**config.mk**
```make
export PLATFORM = sky130hd
export DESIGN_NAME = em_stage_reg_flat
export DESIGN_NICKNAME = d
export VERILOG_FILES = /design/src/rtl/em_stage_reg_if.sv /design/src/rtl/em_stage_reg.sv /design/src/flat_wrapper.sv
export SDC_FILE = /design/constraint.sdc
export NUM_CORES = 1
export LEC_CHECK = 0
export CAP_MARGIN = 15
export CORE_AREA = 2 2 139 141
export CTS_CLUSTER_DIAMETER = 150
export DETAILED_ROUTE_END_ITERATION = 12
export DIE_AREA = 0 0 141 143
export PLACE_DENSITY = 0.8
export SLEW_MARGIN = 5
export SYNTH_ARGS = -nofsm -noshare
export SYNTH_HDL_FRONTEND = slang
export SYNTH_SLANG_ARGS = --single-unit
export TNS_END_PERCENT = 5
```
**constraint.sdc**
```tcl
create_clock -name clk -period 1 [get_ports clk]
set_input_delay 0.1 -clock clk [delete_from_list [all_inputs] [get_ports clk]]
set_output_delay 0.1 -clock clk [all_outputs]
set_load 0.02 [all_outputs]
```
**src/rtl/em_stage_reg_if.sv**
```systemverilog
// E-stage inputs and M-stage outputs of the E/M pipeline register.
// slave is the register side, master is the producer/consumer side.
interface em_stage_reg_if;
    logic [31:0] E_PC;
    logic        E_BD;
    logic [31:0] E_Instr;
    logic [4:0]  E_ExcCode;
    logic [31:0] E_AO;
    logic [31:0] E_HILO;
    logic [1:0]  E_ResSel;
    logic [31:0] E_RTData;
    logic [4:0]  E_WA;
    logic        E_RegWrite;
    logic        E_MemRead;
    logic        E_MemWrite;
    logic        E_excOv;
    logic        E_excOvDM;

    logic [31:0] M_PC;
    logic [31:0] M_Instr;
    logic [31:0] M_Res;
    logic [31:0] M_RTData;
    logic        M_BD;
    logic        M_RegWrite;
    logic        M_MemRead;
    logic        M_MemWrite;
    logic [4:0]  M_WA;
    logic [4:0]  M_ExcCode;
    logic        M_Valid;
    logic        M_FwdEn;
    logic [31:0] M_FwdData;

    modport slave (
        input  E_PC, E_BD, E_Instr, E_ExcCode, E_AO, E_HILO, E_ResSel, E_RTData,
               E_WA, E_RegWrite, E_MemRead, E_MemWrite, E_excOv, E_excOvDM,
        output M_PC, M_Instr, M_Res, M_RTData, M_BD, M_RegWrite, M_MemRead,
               M_MemWrite, M_WA, M_ExcCode, M_Valid, M_FwdEn, M_FwdData
    );

    modport master (
        output E_PC, E_BD, E_Instr, E_ExcCode, E_AO, E_HILO, E_ResSel, E_RTData,
               E_WA, E_RegWrite, E_MemRead, E_MemWrite, E_excOv, E_excOvDM,
        input  M_PC, M_Instr, M_Res, M_RTData, M_BD, M_RegWrite, M_MemRead,
               M_MemWrite, M_WA, M_ExcCode, M_Valid, M_FwdEn, M_FwdData
    );
endinterface

```
**src/rtl/em_stage_reg.sv**
```systemverilog
// E/M pipeline register: one-cycle capture with cause merge; en=0 holds, while req/flush
// override the stall (req loads the handler PC, flush inserts a bubble keeping PC/BD).
module em_stage_reg #(
    parameter logic [31:0] RESET_PC   = 32'h0000_3000,
    parameter logic [31:0] HANDLER_PC = 32'h0000_4180
) (
    input  logic           clk,
    input  logic           resetn,
    input  logic           en,
    input  logic           flush,
    input  logic           req,
    em_stage_reg_if.slave  bus
);
    logic [4:0]  exc_merged;
    logic [31:0] res_sel;
    logic        suppress;

    // Upstream cause outranks anything detected in this stage.
    always_comb begin
        exc_merged = 5'd0;
        if (bus.E_ExcCode != 5'd0)
            exc_merged = bus.E_ExcCode;
        else if (bus.E_excOv)
            exc_merged = 5'd12;
        else if (bus.E_excOvDM && bus.E_MemRead)
            exc_merged = 5'd4;
        else if (bus.E_excOvDM && bus.E_MemWrite)
            exc_merged = 5'd5;
    end

    always_comb begin
        res_sel = 32'd0;
        case (bus.E_ResSel)
            2'd0:    res_sel = bus.E_AO;
            2'd1:    res_sel = bus.E_HILO;
            2'd2:    res_sel = bus.E_PC + 32'd8;
            default: res_sel = 32'd0;
        endcase
    end

    assign suppress = (exc_merged != 5'd0);

    always_ff @(posedge clk or negedge resetn) begin
        if (!resetn) begin
            bus.M_PC       <= RESET_PC;
            bus.M_BD       <= 1'b0;
            bus.M_Instr    <= 32'd0;
            bus.M_Res      <= 32'd0;
            bus.M_RTData   <= 32'd0;
            bus.M_WA       <= 5'd0;
            bus.M_ExcCode  <= 5'd0;
            bus.M_RegWrite <= 1'b0;
            bus.M_MemRead  <= 1'b0;
            bus.M_MemWrite <= 1'b0;
            bus.M_Valid    <= 1'b0;
        end else if (req || flush) begin
            bus.M_PC       <= req ? HANDLER_PC : bus.E_PC;
            bus.M_BD       <= req ? 1'b0 : bus.E_BD;
            bus.M_Instr    <= 32'd0;
            bus.M_Res      <= 32'd0;
            bus.M_RTData   <= 32'd0;
            bus.M_WA       <= 5'd0;
            bus.M_ExcCode  <= 5'd0;
            bus.M_RegWrite <= 1'b0;
            bus.M_MemRead  <= 1'b0;
            bus.M_MemWrite <= 1'b0;
            bus.M_Valid    <= 1'b0;
        end else if (en) begin
            bus.M_PC       <= bus.E_PC;
            bus.M_BD       <= bus.E_BD;
            bus.M_Instr    <= bus.E_Instr;
            bus.M_Res      <= res_sel;
            bus.M_RTData   <= bus.E_RTData;
            bus.M_WA       <= bus.E_WA;
            bus.M_ExcCode  <= exc_merged;
            // An excepting instruction still carries PC/BD for EPC but must not write state.
            bus.M_RegWrite <= bus.E_RegWrite & ~suppress;
            bus.M_MemRead  <= bus.E_MemRead  & ~suppress;
            bus.M_MemWrite <= bus.E_MemWrite & ~suppress;
            bus.M_Valid    <= 1'b1;
        end
    end

    assign bus.M_FwdEn   = bus.M_Valid & bus.M_RegWrite & (bus.M_WA != 5'd0);
    assign bus.M_FwdData = bus.M_Res;
endmodule
```
**src/flat_wrapper.sv**
```systemverilog
// flat-port wrapper written by rule: the top's interface ports become plain ports
module em_stage_reg_flat 
#(
    parameter logic [31:0] RESET_PC   = 32'h0000_3000,
    parameter logic [31:0] HANDLER_PC = 32'h0000_4180
)
  (clk, resetn, en, flush, req, bus_E_PC, bus_E_BD, bus_E_Instr, bus_E_ExcCode, bus_E_AO, bus_E_HILO, bus_E_ResSel, bus_E_RTData, bus_E_WA, bus_E_RegWrite, bus_E_MemRead, bus_E_MemWrite, bus_E_excOv, bus_E_excOvDM, bus_M_PC, bus_M_Instr, bus_M_Res, bus_M_RTData, bus_M_BD, bus_M_RegWrite, bus_M_MemRead, bus_M_MemWrite, bus_M_WA, bus_M_ExcCode, bus_M_Valid, bus_M_FwdEn, bus_M_FwdData);
  em_stage_reg_if bus_i ();
  input  logic clk;
  input  logic resetn;
  input  logic en;
  input  logic flush;
  input  logic req;
  input wire logic [$bits(bus_i.E_PC)-1:0] bus_E_PC;
  input wire logic [$bits(bus_i.E_BD)-1:0] bus_E_BD;
  input wire logic [$bits(bus_i.E_Instr)-1:0] bus_E_Instr;
  input wire logic [$bits(bus_i.E_ExcCode)-1:0] bus_E_ExcCode;
  input wire logic [$bits(bus_i.E_AO)-1:0] bus_E_AO;
  input wire logic [$bits(bus_i.E_HILO)-1:0] bus_E_HILO;
  input wire logic [$bits(bus_i.E_ResSel)-1:0] bus_E_ResSel;
  input wire logic [$bits(bus_i.E_RTData)-1:0] bus_E_RTData;
  input wire logic [$bits(bus_i.E_WA)-1:0] bus_E_WA;
  input wire logic [$bits(bus_i.E_RegWrite)-1:0] bus_E_RegWrite;
  input wire logic [$bits(bus_i.E_MemRead)-1:0] bus_E_MemRead;
  input wire logic [$bits(bus_i.E_MemWrite)-1:0] bus_E_MemWrite;
  input wire logic [$bits(bus_i.E_excOv)-1:0] bus_E_excOv;
  input wire logic [$bits(bus_i.E_excOvDM)-1:0] bus_E_excOvDM;
  output wire logic [$bits(bus_i.M_PC)-1:0] bus_M_PC;
  output wire logic [$bits(bus_i.M_Instr)-1:0] bus_M_Instr;
  output wire logic [$bits(bus_i.M_Res)-1:0] bus_M_Res;
  output wire logic [$bits(bus_i.M_RTData)-1:0] bus_M_RTData;
  output wire logic [$bits(bus_i.M_BD)-1:0] bus_M_BD;
  output wire logic [$bits(bus_i.M_RegWrite)-1:0] bus_M_RegWrite;
  output wire logic [$bits(bus_i.M_MemRead)-1:0] bus_M_MemRead;
  output wire logic [$bits(bus_i.M_MemWrite)-1:0] bus_M_MemWrite;
  output wire logic [$bits(bus_i.M_WA)-1:0] bus_M_WA;
  output wire logic [$bits(bus_i.M_ExcCode)-1:0] bus_M_ExcCode;
  output wire logic [$bits(bus_i.M_Valid)-1:0] bus_M_Valid;
  output wire logic [$bits(bus_i.M_FwdEn)-1:0] bus_M_FwdEn;
  output wire logic [$bits(bus_i.M_FwdData)-1:0] bus_M_FwdData;
  assign bus_i.E_PC = bus_E_PC;
  assign bus_i.E_BD = bus_E_BD;
  assign bus_i.E_Instr = bus_E_Instr;
  assign bus_i.E_ExcCode = bus_E_ExcCode;
  assign bus_i.E_AO = bus_E_AO;
  assign bus_i.E_HILO = bus_E_HILO;
  assign bus_i.E_ResSel = bus_E_ResSel;
  assign bus_i.E_RTData = bus_E_RTData;
  assign bus_i.E_WA = bus_E_WA;
  assign bus_i.E_RegWrite = bus_E_RegWrite;
  assign bus_i.E_MemRead = bus_E_MemRead;
  assign bus_i.E_MemWrite = bus_E_MemWrite;
  assign bus_i.E_excOv = bus_E_excOv;
  assign bus_i.E_excOvDM = bus_E_excOvDM;
  assign bus_M_PC = bus_i.M_PC;
  assign bus_M_Instr = bus_i.M_Instr;
  assign bus_M_Res = bus_i.M_Res;
  assign bus_M_RTData = bus_i.M_RTData;
  assign bus_M_BD = bus_i.M_BD;
  assign bus_M_RegWrite = bus_i.M_RegWrite;
  assign bus_M_MemRead = bus_i.M_MemRead;
  assign bus_M_MemWrite = bus_i.M_MemWrite;
  assign bus_M_WA = bus_i.M_WA;
  assign bus_M_ExcCode = bus_i.M_ExcCode;
  assign bus_M_Valid = bus_i.M_Valid;
  assign bus_M_FwdEn = bus_i.M_FwdEn;
  assign bus_M_FwdData = bus_i.M_FwdData;
  em_stage_reg #(.RESET_PC(RESET_PC), .HANDLER_PC(HANDLER_PC)) u_core (.clk(clk), .resetn(resetn), .en(en), .flush(flush), .req(req), .bus(bus_i));
endmodule
```
==> metrics, run 1 <==
final setup vio count=~180; clock sink total=~140; routing usage on met2=43.0%; DRC=0; most frequent cells in the layout=clkdlybuf4s50_1 (143), dfrtp_1 (140), buf_2 (112), buf_4 (106), buf_6 (87); Leak Pwr=~6 nW; Final ANT Viol Nets=0; Die X=approximately 140 microns; Placed Cells=about 1.2k; Ports=359; CP startpoint kind=flop; Post-synth EDFFs=0; Hold Path Stages=3; Max Root-Sink Buffers=2; GPL Wtd Cong=~0.90; Synth top area share=between 50% and 60%; DR vias/cell=roughly 5.2; minimum clock period=~1700 ps; Num CTS Buffers=17; Yosys Warn Count=0; peak supply drop=between 1 and 1.5 mV; grt met3 use=6.84%; fraction of layout instances using a drive strength above 1=39.0%; RSZ-0062 raised after global routing=yes; Total Power=0.0151 W; CORE AREA=between 0.015 and 0.02 sq mm; gr usage total=24.5%; smallest hold slack=-18.3 ps; Worst Hold Class=primary input to flop; Fillers=around 1.5k; kind of critical path=flop to output pin; commonest non-fill, non-tap cell in the layout=clkdlybuf4s50_1; initial drt markers=360; Rows=50; final setup margin=-729 ps; Tightest Pin Transition=roughly 400 ps; Synth Flop Type=dfrtp_1; vias in the first global route=6810; Root Driver=clkbuf_16; sum of negative setup slack=-14300 ps; Fmax=between 500 and 600 MHz; unique cell type count in the Yosys netlist=45; Chip Height=approximately 140 microns; final slew viol count=0; Synth area leaders=dfrtp_1 (53%), a22o_1 (9.8%), mux2i_1 (4.1%), nand2_1 (4.1%), o21ai_0 (3.6%); fin crit share=173%; mapped cell area=roughly 0.0066 sq mm; HPWL after DPL=18800 microns; largest area contributor in the netlist=dfrtp_1; Mapped Nets=795; Critical Path AT=between 1500 and 2000 ps; Reg2Reg Depth=3; area grow syn2layout=76.9%; WP data required=~900 ps; remaining global-route overflow=0; # nets final=1236; Setup crit end kind=output pin; status=complete, but fails checks; violated checks=hold timing, setup timing; final hold vios=1; first-pass iteration count of the detailed router=5; drt wl/cell=between 15 and 20 microns; sequential share of the synthesized area=between 50% and 60%; Clock Latency Late Sink=~420 ps; cells after synthesis=just over 600; GR peak layer=met2; via count=roughly 6.7k; port buffer count=about 360; syn avg cell area=about 11 sq um; Max FO, Critical Path=2; M1 GR Usage=28.9%; Max-Cap Viols=0; Clock H-tree levels=4; WL final=around 26000 microns; initial antenna violation count=1; Slew Limit Headroom=around 73%; largest net degree at the start of global routing=48; Die Area=between 0.02 and 0.025 sq mm; P per Cell Area=approximately 1300 mW/mm^2; post-route insts no fill=around 1.3k; Initial Util=35.7%; clk slew on worst S/H paths=roughly 70 ps; pre-CTS setup slack=-883 ps; clock skew=0 ps; ys async rst share=100%; #FFs+latches synth=around 140; CTS tree=yes; first-pass GRT wire length=about 38000 microns
==> per-layer routing <==
| layer | vias to the layer above | part of all wire [%] |
|---|---|---|
| li1 | 3052 | - |
| met1 | 3283 | 38 |
| met3 | 52 | 7.9 |
| met2 | 332 | 52 |
| met5 | - | 0 |
| met4 | 0 | 2.9 |
==> cell families (layout without fill, tap and decap cells) <==
family / Yosys count / after routing / synth area share, %
buffers and inverters: 78 / 531 / 6.72
xor gates and xnor gates: 26 / 26 / 3.43
adders and majority gates: 1 / 1 / 0.189
muxes: 27 / 27 / 4.08
DFF: 143 / 143 / 54.0
other: 0 / 1 / 0
and+or+nand+nor: 171 / 171 / 13.3
AOI/OAI and AO/OA: 165 / 165 / 18.2
==> synthesized netlist by cell type (2+ instances only) <==
cell,number
nand4_1,6
a22o_1,74
dfstp_2,2
and3_1,8
mux2i_1,27
buf_1,8
nor2_1,21
nor3_4,2
dfrtp_1,141
nand2b_1,29
buf_4,32
a32oi_1,2
a211oi_1,3
or3_1,2
buf_2,16
xor2_1,17
clkbuf_1,19
a21oi_1,14
nor3_1,3
o221ai_1,19
xnor2_1,9
nand2_1,72
and4_1,5
o21ai_0,48
nand3_1,12
==> power breakdown <==
| group | switching, W | internal, W | total, W | leakage (nW) |
|---|---|---|---|---|
| Combinational | 0.00136 | 0.00154 | 0.00291 | 3.65 |
| Sequential | 0.000169 | 0.00602 | 0.00618 | 1.92 |
| Clock | 0.00280 | 0.00326 | 0.00606 | 0.260 |
| Total | 0.00433 | 0.0108 | 0.0151 | 5.83 |
==> worst max-delay path: stages (launching register included) <==
cell and delay (ps):
dfrtp_1 390, or3_4 390, o311a_4 310, buf_6 130
==> layout make-up <==
type / count / area (sq um) / area share [%]
repair buffers: 499 / 4460 / 38.0
well taps: 234 / 293 / 2.50
inverters: 1 / 3.75 / 0.0320
clock inverters: 14 / 125 / 1.07
multi-input cells: 390 / 2840 / 24.2
diodes: 1 / 2.50 / 0.0213
flip-flops and latches: 143 / 3580 / 30.5
clock buffers: 17 / 425 / 3.63
==> per-stage QoR <==
stage	utilization, %	hold WS, ps	cell area, sq um
finish	63.1	-18.3	11700
detailed placement	60.0	-23.4	11100
global route	63.1	20.1	11700
CTS	61.0	43.5	11300
floorplan	-	-196	6680
global placement	60.0	-24.1	11100
==> sequential cells by signal (all words and copies together) (netlist names) <==
register	flops
u_core.bus.M_BD	1
u_core.bus.M_ExcCode	5
u_core.bus.M_FwdData	32
u_core.bus.M_Instr	32
u_core.bus.M_MemRead	1
u_core.bus.M_MemWrite	1
u_core.bus.M_PC	32
u_core.bus.M_RTData	32
u_core.bus.M_RegWrite	1
u_core.bus.M_Valid	1
u_core.bus.M_WA	5
==> timing repair <==
item	4_1_cts	5_1_grt
pin swaps	15	25
hold endpoints to repair	144	0
hold buffers	2	0
endpoints found under the setup margin	318	235
buffers inserted	5	10
resized for setup	821	132
gates cloned	0	5
==> path summary, 6_finish.rpt <==
| path | start | to | slack (ps) |
|---|---|---|---|
| max | u_core.bus.M_WA[0]$_DFFE_PN0P_ | bus_M_FwdEn | -730 |
| min | bus_E_PC[8] | u_core.bus.M_PC[8]$_DFFE_PN0P_ | -20 |
| max reg2reg | u_core.bus.M_Valid$_DFFE_PN0P_ | u_core.bus.M_Valid$_DFFE_PN0P_ | 80 |
| min reg2reg | u_core.bus.M_PC[14]$_DFFE_PN0P_ | u_core.bus.M_PC[14]$_DFFE_PN0P_ | 490 |
| max in group asynchronous | resetn | u_core.bus.M_Instr[10]$_DFFE_PN0P_ | 360 |
| min in group asynchronous | resetn | u_core.bus.M_FwdData[10]$_DFFE_PN0P_ | 100 |
No activity file was read; power rests on OpenSTA's default activity.
==> run 2, diff against run 1 <==
--- a/config.mk
+++ b/config.mk
@@ -11,6 +11,7 @@
 export DETAILED_ROUTE_END_ITERATION = 12
 export DIE_AREA = 0 0 141 143
 export PLACE_DENSITY = 0.8
+export SETUP_SLACK_MARGIN = 0.3
 export SLEW_MARGIN = 5
 export SYNTH_ARGS = -nofsm -noshare
 export SYNTH_HDL_FRONTEND = slang
==> run 2 against run 1 <==
Against the previous run:
- the flow finishes with violations (setup timing)
- first-iteration DRC count rose by 18%
- sequential share of layout area decreased by 0.85 points
- final cell count about the same
- via count up 1.1%
- non-clock buffer count is the same
- maximum frequency is 1.2% lower
- clock-buffer cell count unchanged
- core utilization grew 1.9 points
- register-to-register slack got worse by 30 ps
- flip-flop and latch count unchanged
- routed wire length increased by 4.6%
- clock skew did not move
- largest cell class unchanged
- largest power group unchanged
- highest routed layer unchanged
==> metrics, run 2 (synthesis results as in run 1) <==
status=complete, but fails checks; violated checks=setup timing; most frequent cells in the layout=clkdlybuf4s50_1 (145), dfrtp_1 (135), buf_2 (119), buf_4 (85), buf_6 (84); clock sink total=143 (unchanged); commonest non-fill, non-tap cell in the layout=clkdlybuf4s50_1; peak supply drop=1.02 mV (+1.1%); first-pass GRT wire length=37600 microns (-1.4%); Worst Hold Class=primary input to flop; minimum clock period=1750 ps (+21.1 ps); worst r2r src=u_core.bus.M_WA[4]$_DFFE_PN0P_; CORE AREA=0.0186 sq mm (unchanged); vias in the first global route=6565 (-3.6%); Hold EP=u_core.bus.M_ExcCode[0]$_DFFE_PN0P_; Tightest Pin Transition=384 ps (-15.9 ps); Initial Util=35.7% (unchanged); pre-CTS setup slack=-932 ps (-49.5 ps); # nets final=1237 (+0.081%); DRC=0 (unchanged); Chip Height=143 microns (unchanged); Die X=141 microns (unchanged); DR vias/cell=5.23 (+1.0%); WL final=27000 microns (+4.6%); placed inst area=0.0111 sq mm (-0.47%); Clock H-tree levels=4 (unchanged); Worst R2R Setup Slack=50 ps (-30 ps); initial drt markers=426 (+18%); CTS tree=yes; fin crit share=175% (+2.1 points); kind of critical path=flop to output pin; Setup crit end kind=output pin; fraction of layout instances using a drive strength above 1=40.6% (+1.6 points); RSZ-0062 raised after global routing=yes; Fmax=571 MHz (-1.2%); CP cell instances=or3_4 > o311a_4 > buf_6; GPL Wtd Cong=0.872 (-2.7%); first-pass iteration count of the detailed router=4 (-1); Reg2Reg Depth=3 (unchanged); Die Area=0.0202 sq mm (unchanged); Ports=359 (unchanged); Root Driver=clkbuf_16; Leak Pwr=5.93 nW (+1.8%); final slew viol count=0 (unchanged); clock skew=0 ps (unchanged); Max Root-Sink Buffers=2 (unchanged); remaining global-route overflow=0 (unchanged); Hold Path Stages=3 (unchanged); Rows=50 (unchanged); gr usage total=24.3% (-0.20 points); Final Instance Area=0.0121 sq mm (+3.0%); HPWL after DPL=18700 microns (-0.49%); drt wl/cell=20.7 microns (+4.5%); P per Cell Area=1260 mW/mm^2 (-2.3%); clk slew on worst S/H paths=70 ps (about the same); Final ANT Viol Nets=0 (unchanged); Critical Path AT=1650 ps (+20 ps); final setup margin=-750 ps (-21.1 ps); initial antenna violation count=1 (unchanged); final setup vio count=181 (-1.1%); Num CTS Buffers=17 (unchanged); WP data required=900 ps (about the same); Crit-path slowest cell=or3_4; area grow syn2layout=82.2%; Total Power=0.0152 W (+0.64%); via count=6794 (+1.1%); Max-Cap Viols=0 (unchanged); port buffer count=358 (unchanged); Max FO, Critical Path=2 (unchanged); r2r endpoint=u_core.bus.M_WA[4]$_DFFE_PN0P_; Crit path largest cell delay=410 ps (+20 ps); Slew Limit Headroom=73.6% (+1.1 points); smallest hold slack=35.7 ps (+54.0 ps); largest net degree at the start of global routing=78 (+63%); Hold Startpoint=bus_E_ExcCode[0]; CP startpoint kind=flop; final hold vios=0 (-1); Clock Latency Late Sink=410 ps (about the same)
==> run 2: area by class of cell <==
cell class	count	area, sq um
Antenna cell	1	2.50
Clock buffer	17	425
Clock inverter	14	120
Fill cell	1450	6490
Inverter	1	3.75
Multi-Input combinational cell	391	2960
Sequential cell	143	3590
Tap cell	234	293
Timing Repair Buffer	499	4700
==> run 2: through the flow <==
stage / std cells / util (%) / setup TNS (ps)
2_1_floorplan: 611 / - / -15180
3_3_place_gp: 1232 / 59.7 / -95280
3_5_place_dp: 1232 / 59.7 / -100540
4_1_cts: 1266 / 60.0 / -24670
5_1_grt: 1299 / 65.0 / -20040
6_report: 1300 / 65.0 / -13290
==> run 2: worst max-delay path by stage <==
stage,startpoint,end,slack (ps),cells past startpoint
2_1_floorplan,u_core.bus.M_WA[1]$_DFFE_PN0P_,bus_M_FwdEn,-260,2
3_3_place_gp,bus_E_PC[7],u_core.bus.M_FwdData[17]$_DFFE_PN0P_,-850,7
3_5_place_dp,bus_E_PC[12],u_core.bus.M_FwdData[31]$_DFFE_PN0P_,-930,6
4_1_cts,u_core.bus.M_WA[0]$_DFFE_PN0P_,bus_M_FwdEn,-760,3
5_1_grt,u_core.bus.M_WA[3]$_DFFE_PN0P_,bus_M_FwdEn,-810,3
6_report,u_core.bus.M_WA[3]$_DFFE_PN0P_,bus_M_FwdEn,-750,3
==> run 2: report_power, final <==
group          internal, W  switching [W]  total [W]
Sequential         0.00602       0.000168    0.00618
Clock              0.00325        0.00274    0.00599
Combinational      0.00165        0.00143    0.00307
==> run 2: timing repair <==
action	CTS	global route
buffers inserted	2	20
pin swaps	38	94
resized for setup	823	209
cloned	0	10
hold buffers	1	3
setup endpoints to repair	319	322
endpoints found under the hold margin	143	3
==> run 2: critical path, delay by kind of cell, from the launching register on <==
| kind | cells | cell delay, ps |
|---|---|---|
| flip-flops | 1 | 390 |
| AND/OR/NAND/NOR | 1 | 410 |
| buffers and inverters | 1 | 130 |
| AO/OA/AOI/OAI | 1 | 320 |
==> run 2: metal layers <==
layer | global-route usage (%) | part of all wire (%) | vias up
met2 | 42.6 | 52 | 352
met3 | 6.24 | 7.5 | 43
li1 | - | - | 3069
met4 | 8.16 | 2.6 | 0
met1 | 29.3 | 38 | 3330
met5 | 0 | 0 | -
==> run 3, diff against run 2 <==
--- a/config.mk
+++ b/config.mk
@@ -6,10 +6,11 @@
 export NUM_CORES = 1
 export LEC_CHECK = 0
 export CAP_MARGIN = 15
-export CORE_AREA = 2 2 139 141
+export CELL_PAD_IN_SITES_DETAIL_PLACEMENT = 0
+export CELL_PAD_IN_SITES_GLOBAL_PLACEMENT = 1
+export CORE_UTILIZATION = 26
 export CTS_CLUSTER_DIAMETER = 150
 export DETAILED_ROUTE_END_ITERATION = 12
-export DIE_AREA = 0 0 141 143
 export PLACE_DENSITY = 0.8
 export SETUP_SLACK_MARGIN = 0.3
 export SLEW_MARGIN = 5
==> run 3 against run 2 <==
Against the previous run:
- critical path depth unchanged
- hold slack got worse by 10 ps
- maximum frequency decreased by 0.10%
- sequential share of layout area decreased by 0.65 points
- routed wire length increased by 0.11%
- via count decreased by 1.5%
- flip-flop and latch count unchanged
- critical path type unchanged
- die area increased by 30%
- combinational power about the same
- the run still ends with setup timing left
- final area increased by 2.1%
==> metrics, run 3 (synthesis results as in run 1) <==
status=complete, but fails checks; violated checks=setup timing; peak supply drop=0.965 mV (-5.7%); first-pass GRT wire length=39200 microns (+4.3%); WL final=27000 microns (+0.11%); Root Driver=clkbuf_16; Fillers=2374 (+64%); clk slew on worst S/H paths=60 ps (about the same); Critical Path AT=1650 ps (about the same); kind of critical path=flop to output pin; post-route insts no fill=1417 (+9.0%); Hold Path Stages=3 (unchanged); Tightest Pin Transition=336 ps (-48.4 ps); final hold vios=0 (unchanged); Chip Height=162 microns (+13%); area grow syn2layout=86.1%; Worst Hold Class=primary input to flop; P per Cell Area=1280 mW/mm^2 (+1.8%); gr usage total=19.6% (-4.7 points); # nets final=1258 (+1.7%); Final Instance Area=0.0123 sq mm (+2.1%); port buffer count=358 (unchanged); final setup vio count=184 (+1.7%); first-pass iteration count of the detailed router=5 (+1); fin crit share=175% (+0.18 points); GPL Wtd Cong=0.837 (-4.0%); final slew viol count=0 (unchanged); Setup crit end kind=output pin; remaining global-route overflow=0 (unchanged); commonest non-fill, non-tap cell in the layout=clkdlybuf4s50_1; RSZ-0062 raised after global routing=yes; Buf/Inv on CP=1 (unchanged); CTS tree=yes; clock sink total=143 (unchanged); Num CTS Buffers=17 (unchanged); Fmax=571 MHz (-0.10%); Max FO, Critical Path=2 (unchanged); Crit-path slowest cell=or3_4; Initial Util=26.4% (-9.3 points); Clock Latency Late Sink=410 ps (about the same); fraction of layout instances using a drive strength above 1=41.7% (+1.1 points); CP delay by family, top=simple AND/OR/NAND/NOR gates; via count=6692 (-1.5%); Crit path largest cell delay=400 ps (about the same); Rows=58 (+16%); Slew Limit Headroom=77.0% (+3.3 points); HPWL after DPL=19200 microns (+2.5%); Max-Cap Viols=0 (unchanged); Final ANT Viol Nets=0 (unchanged); # diodes=0 (-1); Levels on crit path=3 (unchanged); minimum clock period=1750 ps (+1.79 ps); placed inst area=0.0114 sq mm (+3.2%); smallest hold slack=25.7 ps (-10.0 ps); Clock H-tree levels=4 (unchanged); CP cell instances=or3_4 > o311a_4 > buf_6; clock skew=0 ps (unchanged); most frequent cells in the layout=clkdlybuf4s50_1 (142), dfrtp_1 (138), buf_2 (117), buf_4 (113), buf_6 (84); Util after Layout=49.2% (-16 points); drt wl/cell=19.1 microns (-8.2%); Placed Cells=1361 (+10%); WP data required=900 ps (about the same); Die Area=0.0261 sq mm (+30%); CP startpoint kind=flop; Die X=162 microns (+15%); Total Power=0.0158 W (+3.9%); Ports=359 (unchanged); vias in the first global route=6756 (+2.9%); Leak Pwr=6.07 nW (+2.3%); Max Root-Sink Buffers=2 (unchanged); final setup margin=-752 ps (-1.79 ps); DR vias/cell=4.72 (-9.6%); Reg2Reg Depth=4 (+1); CORE AREA=0.0251 sq mm (+35%); initial antenna violation count=2 (+1); largest net degree at the start of global routing=42 (-46%); DRC=0 (unchanged); initial drt markers=296 (-31%)
[run 3: changes by cell type in the layout (fill, tap and decap cells not counted), sizes merged]
| cell | previous run | this run |
|---|---|---|
| diode | 1 | 0 |
| inv | 9 | 6 |
| clkinvlp | 3 | 2 |
| dlygate4sd3 | 4 | 2 |
| clkdlybuf4s15 | 0 | 3 |
| bufinv | 0 | 2 |
| and4 | 7 | 6 |
| buf | 318 | 340 |
| clkbuf | 30 | 35 |
| dlygate4sd2 | 3 | 2 |
| clkinv | 3 | 4 |
| clkdlybuf4s50 | 145 | 142 |
[run 3: per-stage QoR]
step           setup TNS, ps  worst slack (ps)
3_3_place_gp         -101310              -837
6_report              -13730              -752
4_1_cts               -23080              -783
5_1_grt               -21990              -799
2_1_floorplan         -15180              -263
3_5_place_dp         -102900              -873
[run 3: final timing paths]
path	from	endpoint	slack (ps)
max	u_core.bus.M_WA[0]$_DFFE_PN0P_	bus_M_FwdEn	-750
min	en	u_core.bus.M_Valid$_DFFE_PN0P_	30
max reg2reg	u_core.bus.M_FwdData[29]$_DFFE_PN0P_	u_core.bus.M_FwdData[29]$_DFFE_PN0P_	30
min reg2reg	u_core.bus.M_PC[12]$_DFFE_PN1P_	u_core.bus.M_PC[12]$_DFFE_PN1P_	470
max in group asynchronous	resetn	u_core.bus.M_FwdData[30]$_DFFE_PN0P_	400
min in group asynchronous	resetn	u_core.bus.M_PC[8]$_DFFE_PN0P_	120
[run 3: per-layer routing]
| metal | wire, microns | global-route usage, % |
|---|---|---|
| met4 | 187 | 4.37 |
| met1 | 11300 | 24.9 |
| met3 | 1960 | 5.06 |
| met2 | 13500 | 33.4 |
| met5 | 8 | 0 |
[run 3: repair_timing]
item / 4_1_cts / 5_1_grt
gates resized for setup: 809 / 206
gates cloned: 0 / 9
pin swaps: 38 / 67
hold buffers: 1 / 1
buffers inserted: 4 / 9
endpoints found under the setup margin: 319 / 378
hold endpoints to repair: 141 / 1
[run 3: layout make-up]
cell class | count | area [sq um] | share of cell area, %
timing repair buffer | 521 | 4820 | 39.0
sequential | 143 | 3580 | 29.0
multi-input combinational | 390 | 2930 | 23.7
clock buffer | 19 | 443 | 3.59
tap | 330 | 413 | 3.35
clock inverter | 13 | 153 | 1.24
inverter | 1 | 3.75 | 0.0304
[run 3: power by group]
group          switching (W)  total, W  internal, W
logic                0.00140   0.00305      0.00165
clock network        0.00281   0.00661      0.00381
registers           0.000165   0.00618      0.00602
[run 3: tightest hold or removal path: stages]
cell and delay [ps]:
clkbuf_2 100, buf_6 110, o21a_1 100
